--- src/rtl/pipe_pkg.sv ---
// Shared types and constants for the fetch pipeline.
package pipe_pkg;

    localparam int unsigned INSTR_W = 32;

    localparam logic [INSTR_W-1:0] NOP_INSTR        = 32'h0000_0000;
    localparam logic [INSTR_W-1:0] DEFAULT_RESET_PC = 32'h0000_0000;

    typedef enum logic [1:0] {
        IDLE    = 2'd0,
        FETCH   = 2'd1,
        DISCARD = 2'd2,
        HOLD    = 2'd3
    } fetch_state_e;

    // Redirect targets are word aligned; the low two bits are ignored.
    function automatic logic [INSTR_W-1:0] align_pc(input logic [INSTR_W-1:0] addr);
        return {addr[INSTR_W-1:2], 2'b00};
    endfunction

endpackage

--- src/rtl/fetch_skid_reg.sv ---
// One-entry skid buffer holding a fetched word while IF/ID is stalled.
module fetch_skid_reg
    import pipe_pkg::*;
(
    input  logic               clk,
    input  logic               rst_n,
    input  logic               i_load,
    input  logic               i_clear,
    input  logic [INSTR_W-1:0] i_data,
    output logic [INSTR_W-1:0] o_data,
    output logic               o_valid
);

    logic [INSTR_W-1:0] r_data;
    logic               r_valid;

    // Clear wins so a redirect can never leave a stale word behind.
    always_ff @(posedge clk or negedge rst_n) begin
        if (!rst_n) begin
            r_data  <= '0;
            r_valid <= 1'b0;
        end else if (i_clear) begin
            r_valid <= 1'b0;
        end else if (i_load) begin
            r_data  <= i_data;
            r_valid <= 1'b1;
        end
    end

    assign o_data  = r_data;
    assign o_valid = r_valid;

endmodule

--- src/rtl/instr_fetch_unit.sv ---
// Instruction fetch stage: owns the PC, handles redirects, drives the
// instruction memory port and fills the IF/ID register.
module instr_fetch_unit
    import pipe_pkg::*;
#(
    parameter logic [INSTR_W-1:0] RESET_PC = DEFAULT_RESET_PC,
    parameter logic [INSTR_W-1:0] NOP      = NOP_INSTR
) (
    input  logic               clk,
    input  logic               rst_n,
    input  logic               branch,
    input  logic [INSTR_W-1:0] branchPCo,
    input  logic               stall,
    output logic               imem_req,
    output logic [INSTR_W-1:0] imem_addr,
    input  logic               imem_ready,
    input  logic [INSTR_W-1:0] imem_rdata,
    output logic [INSTR_W-1:0] pc,
    output logic               if_valid,
    output logic [INSTR_W-1:0] if_instr,
    output logic [INSTR_W-1:0] if_pc4
);

    fetch_state_e       r_state,    w_state_nxt;
    logic [INSTR_W-1:0] r_pc,       w_pc_nxt;
    logic [INSTR_W-1:0] r_redir_pc, w_redir_nxt;
    logic               r_if_valid, w_if_valid_nxt;
    logic [INSTR_W-1:0] r_if_instr, w_if_instr_nxt;
    logic [INSTR_W-1:0] r_if_pc4,   w_if_pc4_nxt;

    logic               w_skid_load;
    logic               w_skid_clear;
    logic [INSTR_W-1:0] w_skid_data;
    logic               w_skid_valid;
    logic [INSTR_W-1:0] w_pc_plus4;
    logic [INSTR_W-1:0] w_target;

    assign w_pc_plus4 = r_pc + INSTR_W'(4);
    assign w_target   = align_pc(branchPCo);

    fetch_skid_reg u_skid (
        .clk     (clk),
        .rst_n   (rst_n),
        .i_load  (w_skid_load),
        .i_clear (w_skid_clear),
        .i_data  (imem_rdata),
        .o_data  (w_skid_data),
        .o_valid (w_skid_valid)
    );

    always_ff @(posedge clk or negedge rst_n) begin
        if (!rst_n) begin
            r_state    <= IDLE;
            r_pc       <= RESET_PC;
            r_redir_pc <= '0;
            r_if_valid <= 1'b0;
            r_if_instr <= NOP;
            r_if_pc4   <= '0;
        end else begin
            r_state    <= w_state_nxt;
            r_pc       <= w_pc_nxt;
            r_redir_pc <= w_redir_nxt;
            r_if_valid <= w_if_valid_nxt;
            r_if_instr <= w_if_instr_nxt;
            r_if_pc4   <= w_if_pc4_nxt;
        end
    end

    // Next-state logic; a redirect always beats stall and kills IF/ID.
    always_comb begin
        w_state_nxt    = r_state;
        w_pc_nxt       = r_pc;
        w_redir_nxt    = r_redir_pc;
        w_if_valid_nxt = r_if_valid;
        w_if_instr_nxt = r_if_instr;
        w_if_pc4_nxt   = r_if_pc4;
        w_skid_load    = 1'b0;
        w_skid_clear   = 1'b0;

        case (r_state)
            IDLE: begin
                w_state_nxt = FETCH;
                if (branch) begin
                    w_pc_nxt = w_target;
                end
            end

            FETCH: begin
                if (branch) begin
                    w_if_valid_nxt = 1'b0;
                    if (imem_ready) begin
                        w_pc_nxt = w_target;
                    end else begin
                        w_redir_nxt = w_target;
                        w_state_nxt = DISCARD;
                    end
                end else if (imem_ready) begin
                    if (!stall) begin
                        w_if_valid_nxt = 1'b1;
                        w_if_instr_nxt = imem_rdata;
                        w_if_pc4_nxt   = w_pc_plus4;
                        w_pc_nxt       = w_pc_plus4;
                    end else begin
                        w_skid_load = 1'b1;
                        w_state_nxt = HOLD;
                    end
                end else if (!stall) begin
                    w_if_valid_nxt = 1'b0;
                end
            end

            // Address stays put until the stale response drains.
            DISCARD: begin
                w_if_valid_nxt = 1'b0;
                if (branch) begin
                    w_redir_nxt = w_target;
                end
                if (imem_ready) begin
                    w_pc_nxt    = branch ? w_target : r_redir_pc;
                    w_state_nxt = FETCH;
                end
            end

            HOLD: begin
                if (branch) begin
                    w_skid_clear   = 1'b1;
                    w_if_valid_nxt = 1'b0;
                    w_pc_nxt       = w_target;
                    w_state_nxt    = FETCH;
                end else if (!stall && w_skid_valid) begin
                    w_skid_clear   = 1'b1;
                    w_if_valid_nxt = 1'b1;
                    w_if_instr_nxt = w_skid_data;
                    w_if_pc4_nxt   = w_pc_plus4;
                    w_pc_nxt       = w_pc_plus4;
                    w_state_nxt    = FETCH;
                end
            end

            default: begin
                w_state_nxt = IDLE;
            end
        endcase
    end

    assign imem_req  = (r_state == FETCH) || (r_state == DISCARD);
    assign imem_addr = r_pc;
    assign pc        = r_pc;
    assign if_valid  = r_if_valid;
    assign if_instr  = r_if_instr;
    assign if_pc4    = r_if_pc4;

endmodule

--- config.mk ---
export PLATFORM = sky130hd
export DESIGN_NAME = instr_fetch_unit
export DESIGN_NICKNAME = d
export VERILOG_FILES = /design/src/rtl/pipe_pkg.sv /design/src/rtl/fetch_skid_reg.sv /design/src/rtl/instr_fetch_unit.sv
export SDC_FILE = /design/constraint.sdc
export NUM_CORES = 1
export LEC_CHECK = 0
export ABC_AREA = 1
export BUFFER_PORTS_ARGS = -buffer_cell sky130_fd_sc_hd__buf_4
export CAP_MARGIN = 20
export CORE_ASPECT_RATIO = 1.4
export CORE_MARGIN = 2
export CORE_UTILIZATION = 45
export DETAILED_ROUTE_END_ITERATION = 8
export PLACE_DENSITY_LB_ADDON = 0.15
export RECOVER_POWER = 100
export REMOVE_ABC_BUFFERS = 1
export SETUP_SLACK_MARGIN = 0.5
export SLEW_MARGIN = 15
export SYNTH_ARGS = -nofsm -noshare
export SYNTH_HDL_FRONTEND = slang
export SYNTH_SLANG_ARGS = --single-unit
--- constraint.sdc ---
create_clock -name clk -period 5.4 [get_ports clk]
set_clock_uncertainty 0.15 [all_clocks]
set_input_delay 0.27 -clock clk [delete_from_list [all_inputs] [get_ports clk]]
set_output_delay 0.27 -clock clk [all_outputs]
set_load 0.005 [all_outputs]
==> flow_summary_export.csv <==
group,metric,value,unit
pwr,leakage,0.00570,uW
layout,antenna_cells,0,
status,status,"complete, but fails checks",
status,violations,"max-capacitance violations, max-slew violations",
yosys,synthFlopType,"dfrtp_1",
floorplan,rows,59,
routing,post_drt_wl_per_cell,14.3,um
layout,nNetsFinal,1433,
yosys,async_flop_share,100,%
clock_network,clock_latency,0.42,ns
clock_network,numCtsBuffers,17,
yosys,ys_warn_count,0,
critical_path,start_kind,"flip-flop",
yosys,yosys_register_bits,164,
yosys,synth_edf_count,0,
clock_network,htree_levels,4,
placement,dp_hpwl,15400,um
pwr,power,6000,uW
yosys,syn_inst,1160,
sta,max_freq,251,MHz
yosys,synth_common_cells,"nand2_1, dfrtp_1, o21ai_0",
clock_network,ctsHoldBuffers,63,
routing,initialDrtViolationCount,488,
grt,use_met3,4.84,%
job,maxCapViolCount,1,
clock_network,max-clock-path-buffers,2,
clock_network,cts_tree,"done",
floorplan,ios,199,
yosys,synth_top_cell_area_share,47.6,%
pwr,power_density,538,mW/mm^2
sta,setup_tns,0,ns
routing,ant_nets,0,
routing,drtPass1Iterations,5,
placement,routabilityCongestion,0.848,
critical_path,endpoint_kind,"flip-flop",
min_path,hold_path_class,"in2reg",
yosys,synth_area_leader_cell,"dfrtp_1",
clock_network,cts-resized-gates,0,
yosys,synth_cell_types,34,
floorplan,die_y,168,um
yosys,synthTopCellsByArea,"dfrtp_1, nand2_1, o21ai_0, inv_1, buf_4",
floorplan,die_x,121,um
sta,relSlewSlack,-92.6,%
placement,portBuffers,196,
clock_network,clkSinkCount,164,
sta,fin_crit,3.98,ns
critical_path,critPathArrivalTime,4.13,ns
grt,grt_overflow,0,
routing,drc,0,
floorplan,initial_core_util,46.2,%
pwr,ir_drop,0.251,mV
grt,use_met1,28.9,%
clock_network,clk_pin_slew,0.06,ns
routing,finalWirelength,23000,um
routing,vias_per_cell,4.91,
grt,grt_use_met2,40.4,%
grt,grt_pass1_wl,37500,um
grt,grt_busiest_layer,"met2",
yosys,ys_seq_area_share,47.6,%
sta,timing.final.crit_share,73.7,%
critical_path,worstSetupPathType,"reg2reg",
sta,finalHoldViolations,0,
critical_path,crit_required,5.55,ns
grt,grt_usage,23.3,%
grt,grt_max_degree,79,
sta,setup_viol,0,
floorplan,core,0.0187,sq mm
grt,antenna_found_initial,0,
layout,num-fill-cells,1785,
yosys,syn_area,0.00863,sq mm
routing,vias,7924,
clock_network,post-cts-setup-buffers,0,
yosys,synth_most_common_cell,"nand2_1",
sta,tightest_slew,2.89,ns
sta,rsz0062_at_grt,"no",
sta,drv_slew,54,
clock_network,clockRootBuffer,"clkbuf_16",
yosys,syn_avg_cell_area,7.44,sq um
floorplan,die_area,0.0203,sq mm
critical_path,path_max_fanout,78,
layout,syn_to_final_growth,29.2,%
grt,grt_pass1_vias,7453,
layout,drive_gt1_share,17.9,%
==> stage by stage <==
| step | std cells | instance area, sq um | setup WS, ns | util [%] | hold WS, ns |
|---|---|---|---|---|---|
| floorplan | 1071 | 8110 | 1.74 | - | -0.176 |
| global placement | 1519 | 9980 | 2.08 | 53.4 | 0.102 |
| detailed placement | 1519 | 9980 | 2.03 | 53.4 | 0.104 |
| CTS | 1614 | 11200 | 2.03 | 60.0 | 0.0739 |
| global route | 1615 | 11100 | 0.987 | 59.7 | 0.104 |
| finish | 1615 | 11100 | 1.42 | 59.7 | 0.0880 |
==> worst paths after layout <==
| path | endpoint | startpoint | depth (start not counted) | slack [ns] |
|---|---|---|---|---|
| worst max-delay path | if_instr[12]$_DFFE_PN0P_ | r_state[1]$_DFFE_PN0P_ | 9 | 1.42 |
| worst min-delay path | r_state[0]$_DFFE_PN0P_ | imem_ready | 4 | 0.09 |
| worst max register to register | if_instr[12]$_DFFE_PN0P_ | r_state[1]$_DFFE_PN0P_ | 9 | 1.42 |
| worst min register to register | if_pc4[29]$_DFFE_PN0P_ | if_pc4[29]$_DFFE_PN0P_ | 2 | 0.33 |
| max in group asynchronous | if_instr[14]$_DFFE_PN0P_ | rst_n | 3 | 1.96 |
| min in group asynchronous | if_pc4[19]$_DFFE_PN0P_ | rst_n | 2 | 1.17 |
==> kinds of logic (layout without fill, tap and decap cells) <==
group | Yosys count | in the layout | share of synthesized area, %
AO/OA/AOI/OAI | 220 | 220 | 13.2
XOR/XNOR | 14 | 14 | 1.42
adder cells (fa/ha/maj) | 6 | 6 | 0.870
buffers and inverters | 199 | 410 | 10.7
flip-flops | 164 | 164 | 47.6
multiplexers | 5 | 5 | 0.653
AND/OR/NAND/NOR | 552 | 552 | 25.5
==> registers in the layout (all words and copies together), names as in the netlist <==
register	count
if_instr	32
if_pc4	32
if_valid	1
imem_addr	32
r_redir_pc	32
r_state	2
u_skid.o_data	32
u_skid.o_valid	1
==> worst max-delay path, stage by stage (launching register included) <==
cell and delay [ns]:
dfrtp_1 0.40, inv_1 0.12, ha_1 0.36, nor2_1 0.12, inv_1 0.56, nand2_1 0.17
inv_1 0.21, nand3_4 0.35, clkbuf_2 0.84, o21ai_0 0.48
==> report_power, final <==
part           switching, uW  leakage (uW)  internal, uW
clock network            533      0.000286           697
logic                   1470       0.00336          1090
registers                428       0.00205          1780
total                   2430       0.00570          3570
==> cell type report <==
| cell class | instances | area (sq um) | area share (%) |
|---|---|---|---|
| flip-flops and latches | 164 | 4100 | 36.8 |
| multi-input cells | 797 | 3620 | 32.5 |
| repair buffers | 268 | 2110 | 18.9 |
| clock buffers | 18 | 429 | 3.85 |
| inverters | 110 | 413 | 3.71 |
| well taps | 244 | 305 | 2.74 |
| clock inverters | 14 | 168 | 1.50 |
==> routing by layer <==
layer	share of wire [%]	vias up
met5	0	-
met4	1.7	0
met3	6.0	21
met2	51	260
met1	42	3641
li1	-	4002
==> cell usage in the layout, fill, tap and decap left out, types with 8 or more instances in the layout <==
cell type and n:
a21oi_1 41, inv_1 107, nor2_2 8, clkbuf_4 118
dlygate4sd3_1 63, dfrtp_1 164, o21ai_0 159, buf_4 70
clkbuf_16 17, xor2_1 12, nand2_1 421, clkbuf_1 17
nor2_1 82, nand3_1 23
Note: power is estimated with default switching activity, not from simulation.
